<file path="src/rtl/proc_param.sv">
// proc_param: parametrised multi-cycle bus processor (mv, mvi, add, sub, and, or, mvnz, nop).
// Define PROC_PARAM_FLAGS_EN to add the Carry and Neg flag outputs.
module proc_param #(
    parameter int N     = 9,
    parameter int NREGS = 8
) (
    input  logic         Clock,
    input  logic         Reset,
    input  logic         Run,
    input  logic [N-1:0] DIN,
    output logic         Done,
    output logic [N-1:0] BusWires,
`ifdef PROC_PARAM_FLAGS_EN
    output logic         Carry,
    output logic         Neg,
`endif
    output logic         Zero
);
    localparam int RW = $clog2(NREGS);
    typedef enum logic [1:0] {T0, T1, T2, T3} state_t;
    typedef enum logic [1:0] {S_DIN, S_RY, S_RX, S_G} sel_t;
    state_t state, next;
    sel_t sel;
    logic [N-1:0] r [NREGS];
    logic [N-1:0] a, g, opb, result;
    logic [2:0] op;
    logic [RW-1:0] x, y;
    logic irin, rin, ain, gin, is_alu, is_sub;
    assign is_alu = op[2] ^ op[1];
    assign is_sub = op == 3'b011;
    assign opb = is_sub ? ~BusWires : BusWires;
`ifdef PROC_PARAM_FLAGS_EN
    logic [N:0] sum;
    assign sum = {1'b0, a} + {1'b0, opb} + (N+1)'(is_sub);
`else
    logic [N-1:0] sum;
    assign sum = a + opb + N'(is_sub);
`endif
    assign result = op[2] ? (op[0] ? a | BusWires : a & BusWires) : sum[N-1:0];
    always_ff @(posedge Clock or posedge Reset)
        if (Reset) state <= T0;
        else state <= next;
    always_comb begin
        next = T0;
        case (state)
            T0: next = Run ? T1 : T0;
            T1: next = is_alu ? T2 : T0;
            T2: next = T3;
            default: next = T0;
        endcase
    end
    always_comb begin
        irin = 1'b0;
        rin = 1'b0;
        ain = 1'b0;
        gin = 1'b0;
        Done = 1'b0;
        sel = S_DIN;
        case (state)
            T0: irin = Run;
            T1: begin
                Done = !is_alu;
                ain = is_alu;
                rin = op == 3'b000 || op == 3'b001 || (op == 3'b110 && !Zero);
                sel = is_alu ? S_RX : (op == 3'b000 || op == 3'b110) ? S_RY : S_DIN;
            end
            T2: begin
                sel = S_RY;
                gin = 1'b1;
            end
            default: begin
                sel = S_G;
                rin = 1'b1;
                Done = 1'b1;
            end
        endcase
    end
    always_comb begin
        BusWires = DIN;
        case (sel)
            S_RY: BusWires = r[y];
            S_RX: BusWires = r[x];
            S_G: BusWires = g;
            default: BusWires = DIN;
        endcase
    end
    // Only the opcode and register fields of the instruction are kept.
    always_ff @(posedge Clock or posedge Reset) begin
        if (Reset) begin
            r <= '{default: '0};
            a <= '0;
            g <= '0;
            op <= '0;
            x <= '0;
            y <= '0;
            Zero <= 1'b0;
`ifdef PROC_PARAM_FLAGS_EN
            Carry <= 1'b0;
            Neg <= 1'b0;
`endif
        end else begin
            if (irin) begin
                op <= DIN[N-1:N-3];
                x <= DIN[2*RW-1:RW];
                y <= DIN[RW-1:0];
            end
            if (rin) r[x] <= BusWires;
            if (ain) a <= BusWires;
            if (gin) begin
                g <= result;
                Zero <= result == '0;
`ifdef PROC_PARAM_FLAGS_EN
                Carry <= !op[2] && sum[N];
                Neg <= result[N-1];
`endif
            end
        end
    end
endmodule

</file>
<file path="config.mk">
export PLATFORM = sky130hd
export DESIGN_NAME = proc_param
export DESIGN_NICKNAME = d
export VERILOG_FILES = /design/src/rtl/proc_param.sv
export SDC_FILE = /design/constraint.sdc
export NUM_CORES = 1
export LEC_CHECK = 0
export ABC_AREA = 1
export CORE_MARGIN = 4
export CORE_UTILIZATION = 30
export CTS_CLUSTER_SIZE = 30
export DETAILED_ROUTE_END_ITERATION = 6
export GPL_ROUTABILITY_DRIVEN = 1
export PLACE_DENSITY_LB_ADDON = 0.05
export SYNTH_ARGS = -nofsm -noshare
export SYNTH_HDL_FRONTEND = slang
export SYNTH_SLANG_ARGS = --single-unit
export TNS_END_PERCENT = 20
</file>
<file path="constraint.sdc">
create_clock -name Clock -period 3.75 [get_ports Clock]
set_clock_uncertainty 0.2 [all_clocks]
set_input_delay 0.75 -clock Clock [delete_from_list [all_inputs] [get_ports Clock]]
set_output_delay 0.75 -clock Clock [all_outputs]
set_load 0.005 [all_outputs]
</file>
==> flow_summary.json <==
{
  "synthArstFlopShare_pct": 100,
  "grt_max_degree": 47,
  "cp_data_arrival_time_ns": 2.68,
  "clk_path_buf_depth": 2,
  "drv_slew": 0,
  "synthToLayoutAreaGrowth_pct": 19.9,
  "post_cts_buffers": 0,
  "cts_htree_levels": 3,
  "crit_family": "buffers and inverters",
  "routed_wl_um": 22400,
  "final_nets": 955,
  "drtIter0Drc": 459,
  "synth_area_um2": 6220,
  "crit_fanout": 10,
  "floorplan.initialDensity_pct": 30.7,
  "drive_gt1_share_pct": 14.1,
  "place_ws_ns": 0.0994,
  "synth_fa_ha_area_share_pct": 2.13,
  "fin_crit_ns": 3.63,
  "grt_setup_unrepaired": "true",
  "finalSetupViolations": 0,
  "ctsHoldBuffers": 0,
  "tightestPinTransition_ns": 1.02,
  "slew_headroom_pct": 31.8,
  "postRouteAntennaNets": 0,
  "gr-total-overflow": 0,
  "ys_warn_count": 0,
  "synthMuxAreaShare_pct": 0,
  "synth_nets": 894,
  "worstHoldStart": "g[0]",
  "clk_pin_slew_ns": 0.07,
  "crit_chain": "inv_2 > nand2_4 > nand2_2 > nand2_2 > clkinvlp_4 > o221ai_1 > nor3_2 > buf_4 > inv_1 > nand4_1 > buf_4 > clkdlybuf4s50_1",
  "cts_sinks": 102,
  "synth_top_area_share_pct": 41.0,
  "wl_per_cell_um": 18.6,
  "core_um2": 20300,
  "period_share_pct": 96.7,
  "fp.dieH_um": 152,
  "finalWorstSetupSlack_ns": 0.125,
  "yosysTopAreaCell": "dfrtp_1",
  "final_common_cell": "nand2_1",
  "die-area_um2": 23100,
  "worstPathRequired_ns": 2.80,
  "nFillCells": 2174,
  "die-width_um": 152,
  "synthCells": 872,
  "ys_types": 43,
  "synth_edf_count": 0,
  "synth_xor_area_share_pct": 1.27,
  "yosysSeqAreaShare_pct": 41.0,
  "crit_type": "flip-flop to primary output",
  "drv_cap": 0,
  "drt_drc_violations_left": 0,
  "cp_num_buf_inv": 6,
  "root_buffer": "clkbuf_16",
  "min_path_type": "flip-flop to flip-flop",
  "ys_seq_elements": 102,
  "syn_avg_cell_area_um2": 7.14,
  "finalHoldViolations": 0,
  "slowest_stage": "clkdlybuf4s50_1",
  "synth-compound-area-share_pct": 17.2,
  "gp_routability_congestion": 0.916,
  "avgViaCountPerCell": 4.96,
  "status": "finished, final reports clean",
  "antenna_found_initial": 0,
  "crit_start": "op[2]",
  "io_buffers": 22,
  "start_kind": "flip-flop",
  "rows": 52,
  "synth_top_family_by_area": "simple AND/OR/NAND/NOR gates",
  "numCtsBuffers": 9,
  "synth_simple_gate_area_share_pct": 29.3,
  "cts_tree": "yes",
  "max_freq_mhz": 276,
  "n_antenna_cell": 0,
  "synth_area_leaders": "dfrtp_1 41%, nand2_1 16%, o21ai_0 9.7%",
  "hpwl_um": 17100,
  "grt_use_total_pct": 19.6,
  "timing.rr.start": "op[2]",
  "end_kind": "primary output",
  "synth_top_flop_cell": "dfrtp_1",
  "dr.pass1.iters": 5,
  "grt_pass1_wl_um": 35200,
  "ios": 23,
  "grt_pass1_vias": 5958,
  "insertion_delay_ns": 0.36,
  "vias": 5996,
  "mostFrequentLayoutCells": "269 x nand2_1, 120 x o21ai_0, 99 x dfrtp_1",
  "max_stage_delay_ns": 0.53
}
[synthesized netlist by cell type, types with 2 or more instances]
cell type  instances
nand2_2            8
clkinv_1           2
inv_1             82
clkbuf_1          10
o21ai_0          121
nand3_2            5
buf_4              6
buf_2              8
nor2_2             5
o21ai_1            3
inv_2             14
nor2_1            72
dfrtp_1          102
nand4_2            2
a211oi_1           2
a21oi_1           39
nand3_1           43
nand2_1          269
o221ai_1           4
nand4_1            5
nor3_1             4
ha_1               9
buf_6              6
o211ai_1           7
o22ai_1            3
o21bai_1           3
nor2_4             5
xor2_1             8
nand2_4            2
a31oi_1           10
[per-layer routing]
layer / track usage, % / wire length [um] / up-vias
li1: - / - / 2954
met1: 27.8 / 10800 / 2893
met2: 31.7 / 10400 / 130
met3: 2.73 / 903 / 19
met4: 4.58 / 313 / 0
met5: 0 / 0 / -
[cells by family (layout without fill, tap and decap cells)]
kind of cell    after synthesis  after routing
simple gates                425            425
compound gates              197            197
buf+inv                     129            195
xor+xnor                      9              9
fa+ha+maj                    10             10
flops                       102            102
[path summary, 6_finish.rpt]
kind	end	slack (ns)	cells after the start
max	BusWires[5]	0.12	12
max reg2reg	Zero	0.22	23
min in group asynchronous	r[26]	0.64	2
min	g[0]	0.31	1
max in group asynchronous	x[1]	1.97	3
min reg2reg	g[0]	0.31	1
[through the flow]
step                      util [%]  cell area, um^2  hold WS, ns  TNS, ns  cells
after global routing          36.8             7460        0.342   -0.158   1208
after detailed placement      34.7             7050        0.289        0   1192
after global placement        34.7             7050        0.273        0   1192
after floorplan                  -             6220        0.253        0    872
after CTS                     36.5             7410        0.305        0   1208
final                         36.8             7460        0.305        0   1208
[layout make-up]
class / count / area [um^2] / share of cell area (%)
clock buffers: 11 / 253 / 3.39
well taps: 270 / 338 / 4.53
flip-flops and latches: 102 / 2560 / 34.2
multi-input cells: 641 / 3150 / 42.2
inverters: 98 / 379 / 5.08
repair buffers: 81 / 687 / 9.20
clock inverters: 5 / 104 / 1.39
[worst register-to-register path, stage by stage (launching register included)]
cell and delay (ns):
dfrtp_1 0.43, inv_2 0.10, nand2_4 0.07, nand2_2 0.10, nand2_2 0.08, clkinvlp_4 0.14
o21ai_0 0.10, nor3_1 0.21, nand2_1 0.14, nand3b_1 0.11, nand2_1 0.08, xor2_1 0.15
ha_1 0.32, a21oi_1 0.17, o21ai_0 0.11, a41oi_1 0.22, xnor2_1 0.09, nand2_1 0.09
nand2_1 0.07, nor2_2 0.10, nand3_2 0.10, nor2_1 0.11, nand2_1 0.08, o21bai_2 0.10
[sequential cells by signal, indices dropped and copies added (netlist names)]
signal / flops
r: 72
y: 3
a: 9
Zero: 1
state: 2
g: 9
x: 3
op: 3
[what timing repair did]
| action | CTS | global route |
|---|---|---|
| cloned | 0 | 0 |
| pin swaps | 0 | 1 |
| endpoints found under the setup margin | 1 | 8 |
| resized for setup | 1 | 20 |
Power is left out: the tool's default activity adds up to more than one toggle a clock period on the data nets, which glitch-free logic cannot reach.
==> RTL change 1: new RTL, same flow settings <==
Change the parameter `NREGS` from 8 to 16.
--- a/src/rtl/proc_param.sv
+++ b/src/rtl/proc_param.sv
@@ -2,7 +2,7 @@
 // Define PROC_PARAM_FLAGS_EN to add the Carry and Neg flag outputs.
 module proc_param #(
     parameter int N     = 9,
-    parameter int NREGS = 8
+    parameter int NREGS = 16
 ) (
     input  logic         Clock,
     input  logic         Reset,
Check against the original RTL: not equivalent (Yosys sat finds a counterexample within 4 cycles, from zero or initial values and one cycle with Reset high).
==> RTL change 1 against the unedited design <==
The flow now finishes with violations (negative setup slack). Global-route usage rose by 3.2 points. Sequential cell count rose by 72. Synthesized area rose by 64%. Non-clock buffer count rose by 103. Wire length rose by 83%. Setup slack got worse by 0.23 ns. Cell area rose by 72%. Highest routed layer is now met5.
==> RTL change 1: results (changes against the unedited design) <==
vias in the first global route -> 9,637 (+62%)
first-pass GRT wire length -> 62.1 mm (+76%)
sequential share of the synthesized area -> 42.7% (+1.7 points)
crit-path max FO -> 13 (+3)
antenna violations before repair -> 1 (+1)
status -> finished, violations left
cell family with the largest share of critical-path delay -> buffers and inverters
CP arrival -> 2.90 ns (+0.22 ns)
Net Count, Synth -> 1,418 (+59%)
layout cells sized above 1 -> 19.3% (+5.2 points)
final setup TNS -> -0.203 ns (-0.203 ns)
failing checks -> negative setup slack
largest cells by area after synthesis -> dfrtp_1, nand2_1, a21oi_1, nor2_1, nand3_1
Tot GR Track Use -> 22.7% (+3.2 points)
number of vias per cell -> 4.91 (-1.1%)
Pre-antenna DRT Iters -> 6 (+1)
Leakage -> 6.02 nW
setup ws final -> -0.103 ns (-0.228 ns)
wire length on met2 -> 18.6 mm (+78%)
# diodes -> 0 (unchanged)
relative slew slack -> 49.2% (+17 points)
HP Class -> flop to flop
met2 Use GR -> 35.8% (+4.1 points)
WL met1 -> 19.7 mm (+83%)
Synth top cells by count -> nand2_1, nor2_1, dfrtp_1, a21oi_1, nand3_1
slowest cell on the critical path -> clkdlybuf4s50_1
clock buffer depth -> 2 (unchanged)
met1 usage -> 32.8% (+5.1 points)
routing usage on met3 -> 3.38% (+0.65 points)
CP max stage delay -> 0.49 ns (-0.04 ns)
Iteration-0 DRC Markers -> 812 (+77%)
clk_lat worst skew -> 0.45 ns (+0.09 ns)
GPL Wtd Cong -> 0.883 (-3.6%)
Worst R2R Setup Slack -> 0.08 ns (-0.14 ns)
Largest regs -> r (144), a (9), g (9)
worst hold stages -> 2 (+1)
post-DP HPWL -> 29.8 mm (+74%)
top sig layer -> met5
Netlist cell types -> 39 (-9.3%)
final net count -> 1,547 (+62%)
largest net degree at the start of global routing -> 69 (+47%)
DR WL/cell -> 20.6 um (+11%)
# setup viols final -> 3 (+3)
H-tree depth -> 4 (+1)
clock transition at the registers of the reported paths -> 0.06 ns
die area -> 37,000 um2 (+60%)
CTS Buf Count -> 17 (+8)
met3 WL -> 1.72 mm (+90%)
RTL change 1: what timing repair did:
item                                    4_1_cts  5_1_grt
buffers inserted                              6        9
gates cloned                                  0        4
resized for setup                            38       27
endpoints found under the setup margin       11       15
pin swaps                                     9       10
RTL change 1: cells by family after synthesis:
logic type / Yosys count / synth area share [%]
adders and majority gates: 8 / 1.06
buffers and inverters: 192 / 9.17
and+or+nand+nor: 697 / 29.9
AOI/OAI and AO/OA: 320 / 16.5
xor gates and xnor gates: 7 / 0.601
DFF: 174 / 42.7
RTL change 1: worst paths after layout:
check | from | end
min reg2reg | r[137]$_DFFE_PP0P_ | r[137]$_DFFE_PP0P_
max in group asynchronous | Reset | r[38]$_DFFE_PP0P_
max reg2reg | y[0]$_DFFE_PP0P_ | Zero$_DFFE_PP0N_
min | r[137]$_DFFE_PP0P_ | r[137]$_DFFE_PP0P_
min in group asynchronous | Reset | r[4]$_DFFE_PP0P_
max | x[0]$_DFFE_PP0P_ | BusWires[6]
RTL change 1: cell type report:
| type | count | area, um2 |
|---|---|---|
| Clock buffer | 19 | 453 |
| Clock inverter | 13 | 188 |
| Fill cell | 3563 | 20700 |
| Inverter | 117 | 459 |
| Multi-Input combinational cell | 1033 | 5060 |
| Sequential cell | 174 | 4360 |
| Tap cell | 448 | 561 |
| Timing Repair Buffer | 184 | 1760 |
RTL change 1: metrics by stage:
step	setup WS [ns]	hold WS, ns	std cells	area, um2	power [W]
after global placement	-0.127	0.271	1937	11800	0.0123
after global routing	-0.239	0.325	1988	12800	0.0161
after CTS	-0.215	0.290	1975	12600	0.0145
final	-0.103	0.286	1988	12800	0.0149
after detailed placement	-0.145	0.273	1937	11800	0.0122
after floorplan	0.358	0.253	1398	10200	0.00813
==> RTL change 2: new RTL, same flow settings <==
Made on the original files. Reset style: synchronous (`Reset`), changed in 2 clocked blocks.
--- a/src/rtl/proc_param.sv
+++ b/src/rtl/proc_param.sv
@@ -37,7 +37,7 @@
     assign sum = a + opb + N'(is_sub);
 `endif
     assign result = op[2] ? (op[0] ? a | BusWires : a & BusWires) : sum[N-1:0];
-    always_ff @(posedge Clock or posedge Reset)
+    always_ff @(posedge Clock)
         if (Reset) state <= T0;
         else state <= next;
     always_comb begin
@@ -85,7 +85,7 @@
         endcase
     end
     // Only the opcode and register fields of the instruction are kept.
-    always_ff @(posedge Clock or posedge Reset) begin
+    always_ff @(posedge Clock) begin
         if (Reset) begin
             r <= '{default: '0};
             a <= '0;
Check against the original RTL: differs if Reset is asserted again (counterexample within 4 cycles, from zero or initial values and one cycle with Reset high); with Reset held inactive, the same outputs for 4 cycles.
==> RTL change 2 against the unedited design <==
Cell area fell by 3.1%. Register-to-register slack got worse by 0.02 ns. Wire length rose by 2.1%. Synthesized area fell by 6.9%. Sequential cell count did not move. Global-route usage rose by 1.0 points. First-iteration DRC count rose by 15%. Critical endpoint is now Zero$_SDFFE_PP0P_. Core utilization rose by 1.6 points. Via count rose by 4.8%. Critical path type is now flop to flop. Critical path depth rose by 12. Setup slack improved by 0.079 ns.
Power is left out: it rests on default switching activity, and per cell area and clock period it moved more than threefold.
==> RTL change 2: results (changes against the unedited design) <==
final net count -> 963 (+0.84%)
Post-Synth XOR/XNOR Area -> 1.06% (-0.21 points)
Place WS -> -0.00441 ns (-0.104 ns)
relative slew slack -> 55.3% (+23 points)
largest net degree at the start of global routing -> 44 (-6.4%)
cell family with the largest share of critical-path delay -> simple AND/OR/NAND/NOR gates
worst r2r src -> y[0]$_SDFFE_PP0P_
post-DP HPWL -> 16.0 mm (-6.3%)
hold path startpoint -> a[0]$_SDFFE_PP0P_
vias -> 6,284 (+4.8%)
Net Count, Synth -> 897 (+0.34%)
CP arrival -> 3.64 ns (+0.96 ns)
Netlist cell types -> 46 (+7.0%)
GPL Wtd Cong -> 0.957 (+4.4%)
Tot GR Track Use -> 20.6% (+1.0 points)
worst hold slack -> 0.297 ns (-0.00777 ns)
Synth top cells by count -> nand2_1, o21ai_0, a21oi_1, dfxtp_1, nor2_1
layout filler cell count -> 2,005 (-7.8%)
asr flop ratio synth -> 0% (-100 points)
sequential share of the synthesized area -> 35.2% (-5.8 points)
first-pass GRT wire length -> 34.7 mm (-1.7%)
status -> complete, no violations
Main synth FF type -> dfxtp_1
Synth Area in Compound Gates -> 24.8% (+7.5 points)
CP max stage delay -> 0.40 ns (-0.13 ns)
DR WL/cell -> 19.0 um (+2.3%)
largest cells by area after synthesis -> dfxtp_1, nand2_1, o21ai_0, a21oi_1, nand3_1
layout cells sized above 1 -> 17.3% (+3.3 points)
slowest cell on the critical path -> ha_1
Iteration-0 DRC Markers -> 527 (+15%)
post-route clock period utilization -> 94.6% (-2.1 points)
vias in the first global route -> 6,011 (+0.89%)
RTL change 2: cell count changes after synthesis, sizes merged, moves of 10 or more:
cell and delta:
dfrtp -102, dfxtp +102, nand2 -88, a21oi +74, nand3 +17, inv -15
clkbuf +14, o22ai +10
RTL change 2: final timing paths:
kind / end / depth (start not counted)
setup reg to reg: Zero$_SDFFE_PP0P_ / 24
hold reg to reg: a[0]$_SDFFE_PP0P_ / 2
setup / recovery: Zero$_SDFFE_PP0P_ / 24
hold / removal: a[0]$_SDFFE_PP0P_ / 2
RTL change 2: worst min-delay path: stages (launching register included):
cell and delay [ns]:
dfxtp_1 0.33, nand2_1 0.07, a21oi_1 0.05
RTL change 2: metal layers:
metal	global-route usage (%)	part of all wire [%]	vias to the layer above
li1	-	-	3065
met5	0	0	-
met2	31.5	44	205
met1	29.5	48	2981
met3	3.45	5.7	33
met4	6.80	2.4	0
RTL change 2: layout make-up:
cell class,count,area [um2],share of cell area (%)
flip-flops and latches,102,2060,28.5
clock inverters,3,21.3,0.294
clock buffers,13,240,3.32
repair buffers,100,923,12.8
multi-input cells,645,3320,45.9
well taps,260,325,4.50
inverters,83,340,4.71
RTL change 2: through the flow:
| stage | TNS, ns | cells | cell area [um2] | utilization (%) |
|---|---|---|---|---|
| 2_1_floorplan | 0 | 875 | 5800 | - |
| 6_report | 0 | 1206 | 7230 | 38.4 |
| 3_3_place_gp | 0 | 1166 | 6550 | 34.8 |
| 5_1_grt | -0.0835 | 1206 | 7230 | 38.4 |
| 4_1_cts | 0 | 1182 | 6810 | 36.1 |
| 3_5_place_dp | -0.00441 | 1166 | 6550 | 34.8 |
RTL change 2: what timing repair did:
item | 4_1_cts | 5_1_grt
resized for setup | 0 | 65
endpoints found under the setup margin | 0 | 5
buffers inserted | 0 | 22
